## src/rtl/mem_port_arbiter.sv

```systemverilog
// Two-requester (fetch/data) arbiter onto a single-outstanding memory port.
// Data wins contention until MAX_D_STREAK consecutive data grants have starved fetch.
module mem_port_arbiter #(
  parameter int DATA_WIDTH     = 32,
  parameter int MEM_ADDR_WIDTH = 32,
  parameter int MAX_D_STREAK   = 4
) (
  input  logic                      clk,
  input  logic                      rst,
  input  logic                      if_req,
  input  logic [MEM_ADDR_WIDTH-1:0] if_addr,
  output logic                      if_gnt,
  output logic                      if_rvalid,
  output logic [DATA_WIDTH-1:0]     if_rdata,
  input  logic                      d_req,
  input  logic                      d_we,
  input  logic [MEM_ADDR_WIDTH-1:0] d_addr,
  input  logic [DATA_WIDTH-1:0]     d_wdata,
  output logic                      d_gnt,
  output logic                      d_rvalid,
  output logic [DATA_WIDTH-1:0]     d_rdata,
  output logic                      mem_en,
  output logic                      mem_we,
  output logic [MEM_ADDR_WIDTH-1:0] mem_addr,
  output logic [DATA_WIDTH-1:0]     mem_wdata,
  input  logic [DATA_WIDTH-1:0]     mem_rdata,
  input  logic                      mem_ready
);

  typedef enum logic [1:0] {IDLE, BUSY_IF, BUSY_D} state_t;

  localparam logic [3:0] STREAK_MAX = 4'(MAX_D_STREAK);

  state_t                    state, state_nxt;
  logic [3:0]                streak;
  logic                      streak_full;
  logic [MEM_ADDR_WIDTH-1:0] addr_q;
  logic                      we_q;
  logic [DATA_WIDTH-1:0]     wdata_q;

  assign streak_full = (streak == STREAK_MAX);

  always_comb begin
    state_nxt = state;
    if_gnt    = 1'b0;
    d_gnt     = 1'b0;
    case (state)
      IDLE: begin
        // Grants are never issued while reset is asserted.
        if (!rst) begin
          if (d_req && !(if_req && streak_full)) begin
            d_gnt     = 1'b1;
            state_nxt = BUSY_D;
          end else if (if_req) begin
            if_gnt    = 1'b1;
            state_nxt = BUSY_IF;
          end
        end
      end
      BUSY_IF, BUSY_D: if (mem_ready) state_nxt = IDLE;
      default: state_nxt = IDLE;
    endcase
  end

  assign mem_en    = (state != IDLE);
  assign mem_we    = mem_en & we_q;
  assign mem_addr  = addr_q;
  assign mem_wdata = wdata_q;

  always_ff @(posedge clk) begin
    if (rst) begin
      state     <= IDLE;
      streak    <= '0;
      addr_q    <= '0;
      we_q      <= 1'b0;
      wdata_q   <= '0;
      if_rvalid <= 1'b0;
      d_rvalid  <= 1'b0;
      if_rdata  <= '0;
      d_rdata   <= '0;
    end else begin
      state     <= state_nxt;
      if_rvalid <= 1'b0;
      d_rvalid  <= 1'b0;
      if (if_gnt) begin
        addr_q <= if_addr;
        we_q   <= 1'b0;
        streak <= '0;
      end else if (d_gnt) begin
        addr_q  <= d_addr;
        we_q    <= d_we;
        wdata_q <= d_wdata;
        // Only count grants that actually made fetch wait.
        if (!if_req)          streak <= '0;
        else if (!streak_full) streak <= streak + 4'd1;
      end
      if (mem_en && mem_ready) begin
        if (state == BUSY_IF) begin
          if_rvalid <= 1'b1;
          if_rdata  <= mem_rdata;
        end else begin
          d_rvalid <= 1'b1;
          d_rdata  <= we_q ? '0 : mem_rdata;
        end
      end
    end
  end

endmodule

```

## config.mk

```make
export PLATFORM = sky130hd
export DESIGN_NAME = mem_port_arbiter
export DESIGN_NICKNAME = d
export VERILOG_FILES = /design/src/rtl/mem_port_arbiter.sv
export SDC_FILE = /design/constraint.sdc
export NUM_CORES = 1
export LEC_CHECK = 0
export ABC_AREA = 1
export CELL_PAD_IN_SITES_DETAIL_PLACEMENT = 1
export CELL_PAD_IN_SITES_GLOBAL_PLACEMENT = 1
export CORE_UTILIZATION = 43
export CTS_CLUSTER_SIZE = 14
export DETAILED_ROUTE_END_ITERATION = 16
export DONT_BUFFER_PORTS = 1
export GPL_ROUTABILITY_DRIVEN = 0
export GPL_TIMING_DRIVEN = 1
export PLACE_DENSITY = 0.81
export SYNTH_ARGS = -nofsm -noshare
export SYNTH_HDL_FRONTEND = slang
export SYNTH_SLANG_ARGS = --single-unit
```

## constraint.sdc

```tcl
create_clock -name clk -period 2 [get_ports clk]
set_clock_uncertainty 0.1 [all_clocks]
set_input_delay 0.4 -clock clk [delete_from_list [all_inputs] [get_ports clk]]
set_output_delay 0.4 -clock clk [all_outputs]
set_load 0.02 [all_outputs]
```

== Yosys cells after proc, flatten, opt, wreduce, memory -nomap -nowiden ==
Index checks and enable logic that the tools add are counted.

* Bits in registers: 137
* Latch bits: 0
* Bits in writable memories: 0
* ROM bits: 0
* Input bits: 134
* Output and inout port bits: 134
* Logic and storage cells: 53
* Memories: 0

* Add/sub/neg operators: 1
* $mul: 0
* Divide/modulo/power cells: 0
* $lt $le $gt $ge: 0
* Equality and inequality tests: 6
* Shift-type cells: 0
* Mux-type cells: 18
* Bitwise gates (word level): 4
* Reductions and logical operators: 15

{| class="wikitable"
|+ Operators with widths
! operator !! count
|-
| 32-bit 2-to-1 mux || 3
|-
| 2-bit AND reduction || 5
|-
| 1-bit 2-to-1 mux || 9
|-
| 4-bit 2-to-1 mux || 2
|-
| 2-bit 2-to-1 mux || 3
|-
| 2-bit OR reduction || 3
|-
| 4-bit by 1-bit adder with 4-bit output (second input constant) || 1
|-
| 4-bit by 3-bit == test with 1-bit output (second input constant) || 1
|-
| 2-bit != test (second input constant) || 2
|-
| 2-bit one-hot mux with 2 select lines || 1
|-
| 2-bit nonzero test || 2
|-
| 1-bit logical AND || 3
|-
| 3-bit != test (second input constant) || 1
|-
| 1-bit inverter || 3
|-
| 2-bit by 1-bit == test with 1-bit output (second input constant) || 1
|-
| 2-bit == test (second input constant) || 1
|-
| 2-bit zero test || 1
|-
| 1-bit bitwise AND || 1
|-
| 1-bit zero test || 1
|}

== Depth between registers and ports, before layout ==
* Depth after elaboration: 9
* Depth in mapped cells: 12
* Depth with buffers taken out: 11

== Worst setup path after synthesis ==
Ideal clock, no wire load.

* Kind: register -> output
* Start: reg state[0]
* End: out mem_we
* Arrival: 1.274 ns
* Path slack: 0.226 ns
* Stages on the path, launching flop included: 6
* Cells stage by stage: dfxtp_1 > inv_1 > ha_1 > buf_4 > buf_1 > nor2_1

* Cells in the longest elaborated chain, start to end: 2

{| class="wikitable"
|+ RTL lines
! what !! RTL line !! source
|-
| start: declaration || 34 || <nowiki>state_t state, state_nxt;</nowiki>
|-
| start signal: assignment || 82 || <nowiki>state <= state_nxt;</nowiki>
|-
| 2-bit nonzero test || 65 || <nowiki>assign mem_en = (state != IDLE);</nowiki>
|-
| 1-bit bitwise AND || 66 || <nowiki>assign mem_we = mem_en & we_q;</nowiki>
|-
| end: declaration || 23 || <nowiki>output logic mem_we,</nowiki>
|}

Every way passes these cells.

== Worst setup path after layout ==
* Start: reg state[1]
* End: out d_gnt

* Cells in the longest elaborated chain, start to end: 2

{| class="wikitable"
|+ RTL lines
! what !! RTL line !! source
|-
| 2-bit zero test || 47 || <nowiki>case (state)</nowiki>
|-
| 1-bit 2-to-1 mux || 47 ||
|-
| end: declaration || 19 || <nowiki>output logic d_gnt,</nowiki>
|}

Every way passes these cells.

==> impl_results.md <==
* Outcome: finished with violations
* Failing checks: setup timing
* Worst Path Required at 1.50 ns
* CTS Buffer Depth at 2
* PD cells at 1210 nW/um2
* Area of the multi-input gates at 2360 um2
* Final Cycle Share at 100%
* Htree depth at 4
* Worst reg2reg setup slack at 0.14 ns
* Hold Crit Class: input port to register
* Routed vias/inst at 5.50
* R2R cell count at 13
* Synth cell types at 24
* Worst path cell trace: inv_1, ha_4, buf_12, nand3_4, nor2_4, buf_8
* Routed WL at 17.5 mm
* Syn avg cell area at 7.66 um2
* Total track usage at 25.5%
* CP Data Arrival Time at 1.51 ns
* Yosys synthesis warning count at 0
* CP startpoint kind: register
* Initial antenna violation count at 0
* CP Capture Type: output port
* Die height at 117 um
* Hold Worst Slack at 0.0265 ns
* Number of max-cap violations at 0
* Synthesized netlist cell count at 737
* Layout cells sized above 1 at 11.8%
* Worst-Margin Slew at 0.361 ns
* Synth Net Count at 875
* Chip Width at 117 um
* Busiest grt layer: met2
* Worst path slowest cell: dfxtp_1
* Fmax at 498 MHz
* Worst skew pair latency at 0.41 ns
* Crit path capture: d_gnt
* DRT antenna net count at 0
* Dpl hpwl at 11.7 mm
* RSZ-0062 raised after global routing: true
* Met3 global-route usage at 10.2%
* Port Buffer Count at 0
* CTS Sinks at 137
* CP Max Fanout at 10
* Ports at 268
* Wire per inst at 19.1 um
* Slew HR at 75.9%
* PnR worst setup slack at -0.00925 ns
* Crit path kind: register to output port
* DR DRC count at 0
* Core Footprint at 12700 um2
* CTS Root Cell: clkbuf_16
* Pins Over Slew Limit at 0
* Bufs and invs on worst path at 3
* Synth Register Bits at 137
* Vias in the first global route at 5344
* Post-synthesis sequential area ratio at 48.6%
* Critical path startpoint: state[1]
* Final setup TNS at -0.00925 ns
* Commonest non-fill, non-tap cell in the layout: nand2_1
* Area growth syn-to-layout at 18.3%
* Pwr Total at 8.11 mW
* Final Hold Fails at 0
* Leak at 2.74 nW
* Via count at 5041
* Critical path's largest stage delay at 0.32 ns
* Worst r2r src: streak[1]
* Worst-path clk slew at 0.06 ns
* Diode count at 0
* Crit path max-delay family: buffers and inverters
* First-pass GRT wire length at 26.3 mm
* Fin crit period at 2.01 ns
* Most frequent cells in the layout: nand2_1, dfxtp_1, a21oi_1, inv_1, nand3_1
* Total grt overflow at 0
* R2R Path End: mem_addr[20]
* Maximum vdd ir drop at 0.564 mV
* Setup-failing EPs final at 1
* Register Area at 2750 um2
* Cell depth of the worst setup path at 6
* Die area at 13600 um2
* Largest net degree at the start of global routing at 76
* FILL cells at 1562
* Initial Util at 44.4%
* Site row count at 41
* Drt pass-1 iters at 4
* CTS tree: done
* Total CTS buffers at 17
* Post-synthesis instance area at 5640 um2
* DR iter-0 viols at 240
* Met2 Track Usage GR at 46.5%
* Met1 Use GR at 24.5%
* Layout Nets at 870
==> metrics by stage <==
step / instances / worst slack (ns) / area, um2 / utilization, %
2_1_floorplan: 737 / 0.226 / 5640 / -
3_3_place_gp: 873 / 0.255 / 5800 / 45.6
3_5_place_dp: 873 / 0.142 / 5800 / 45.6
4_1_cts: 912 / -0.0325 / 6620 / 52.0
5_1_grt: 917 / -0.0757 / 6680 / 52.5
6_report: 917 / -0.00925 / 6680 / 52.5
==> synth_stat cells (all sizes together) <==
cell	number	share of area, %
xor2	2	0.31
inv	81	5.4
nand4	32	3.5
clkbuf	23	1.5
o211ai	1	0.22
a21oi	95	8.4
buf	33	3.7
o21ai	42	3.7
nor2	24	1.8
dfxtp	137	49
o21a	31	4.1
nand2	160	11
nand3	71	6.7
nor3	1	0.18
ha	4	0.89
==> worst reg2reg max path, delay by kind of cell (launching register included) <==
kind	cells	cell delay [ns]
buf+inv	6	0.72
flops	1	0.33
simple gates	6	0.53
fa+ha+maj	1	0.14
==> worst min-delay path by stage <==
stage | start | endpoint | depth (start not counted) | slack (ns)
after global placement | we_q | we_q | 2 | 0.35
final | d_wdata[14] | mem_wdata[14] | 2 | 0.03
after floorplan | we_q | we_q | 2 | 0.34
after CTS | d_wdata[18] | mem_wdata[18] | 2 | 0.01
after global routing | d_wdata[27] | mem_wdata[27] | 2 | 0.01
after detailed placement | state[1] | state[1] | 2 | 0.37
==> sequential cells by signal, indices dropped and copies added (netlist names) <==
signal,cells
if_rdata,32
d_rvalid,1
mem_wdata,32
streak,4
state,2
if_rvalid,1
d_rdata,32
we_q,1
mem_addr,32
==> kinds of logic (layout without fill, tap and decap cells) <==
group	count (synthesis)	after routing	synth area share [%]
AO/OA/AOI/OAI	169	169	16.5
flip-flops	137	137	48.6
buffers and inverters	137	145	10.6
adder cells (fa/ha/maj)	4	4	0.887
AND/OR/NAND/NOR	288	288	23.1
XOR/XNOR	2	2	0.310
==> layout make-up <==
cell class | instances | share of cell area [%]
timing repair buffer | 32 | 5.68
sequential | 137 | 41.1
tap | 172 | 3.22
clock inverter | 11 | 2.83
clock buffer | 21 | 7.20
inverter | 81 | 4.55
multi-input combinational | 463 | 35.4
==> routing by layer <==
metal  part of all wire, %  routed length [um]
met1                    35                6150
met2                    52                9030
met3                   9.6                1680
met4                   3.8                 665
met5                     0                   0
==> repair_timing <==
item	in CTS	in global routing
setup endpoints to repair	3	4
setup buffers	5	5
pin swaps	7	3
hold buffers	1	0
hold endpoints to repair	58	0
cloned	1	0
gates resized for setup	16	4
==> power by group <==
group	switching (mW)	internal [mW]
Combinational	0.682	0.448
Clock	1.17	2.34
Sequential	0.481	2.98
Total	2.33	5.78
Note: power is estimated with default switching activity, not from simulation.
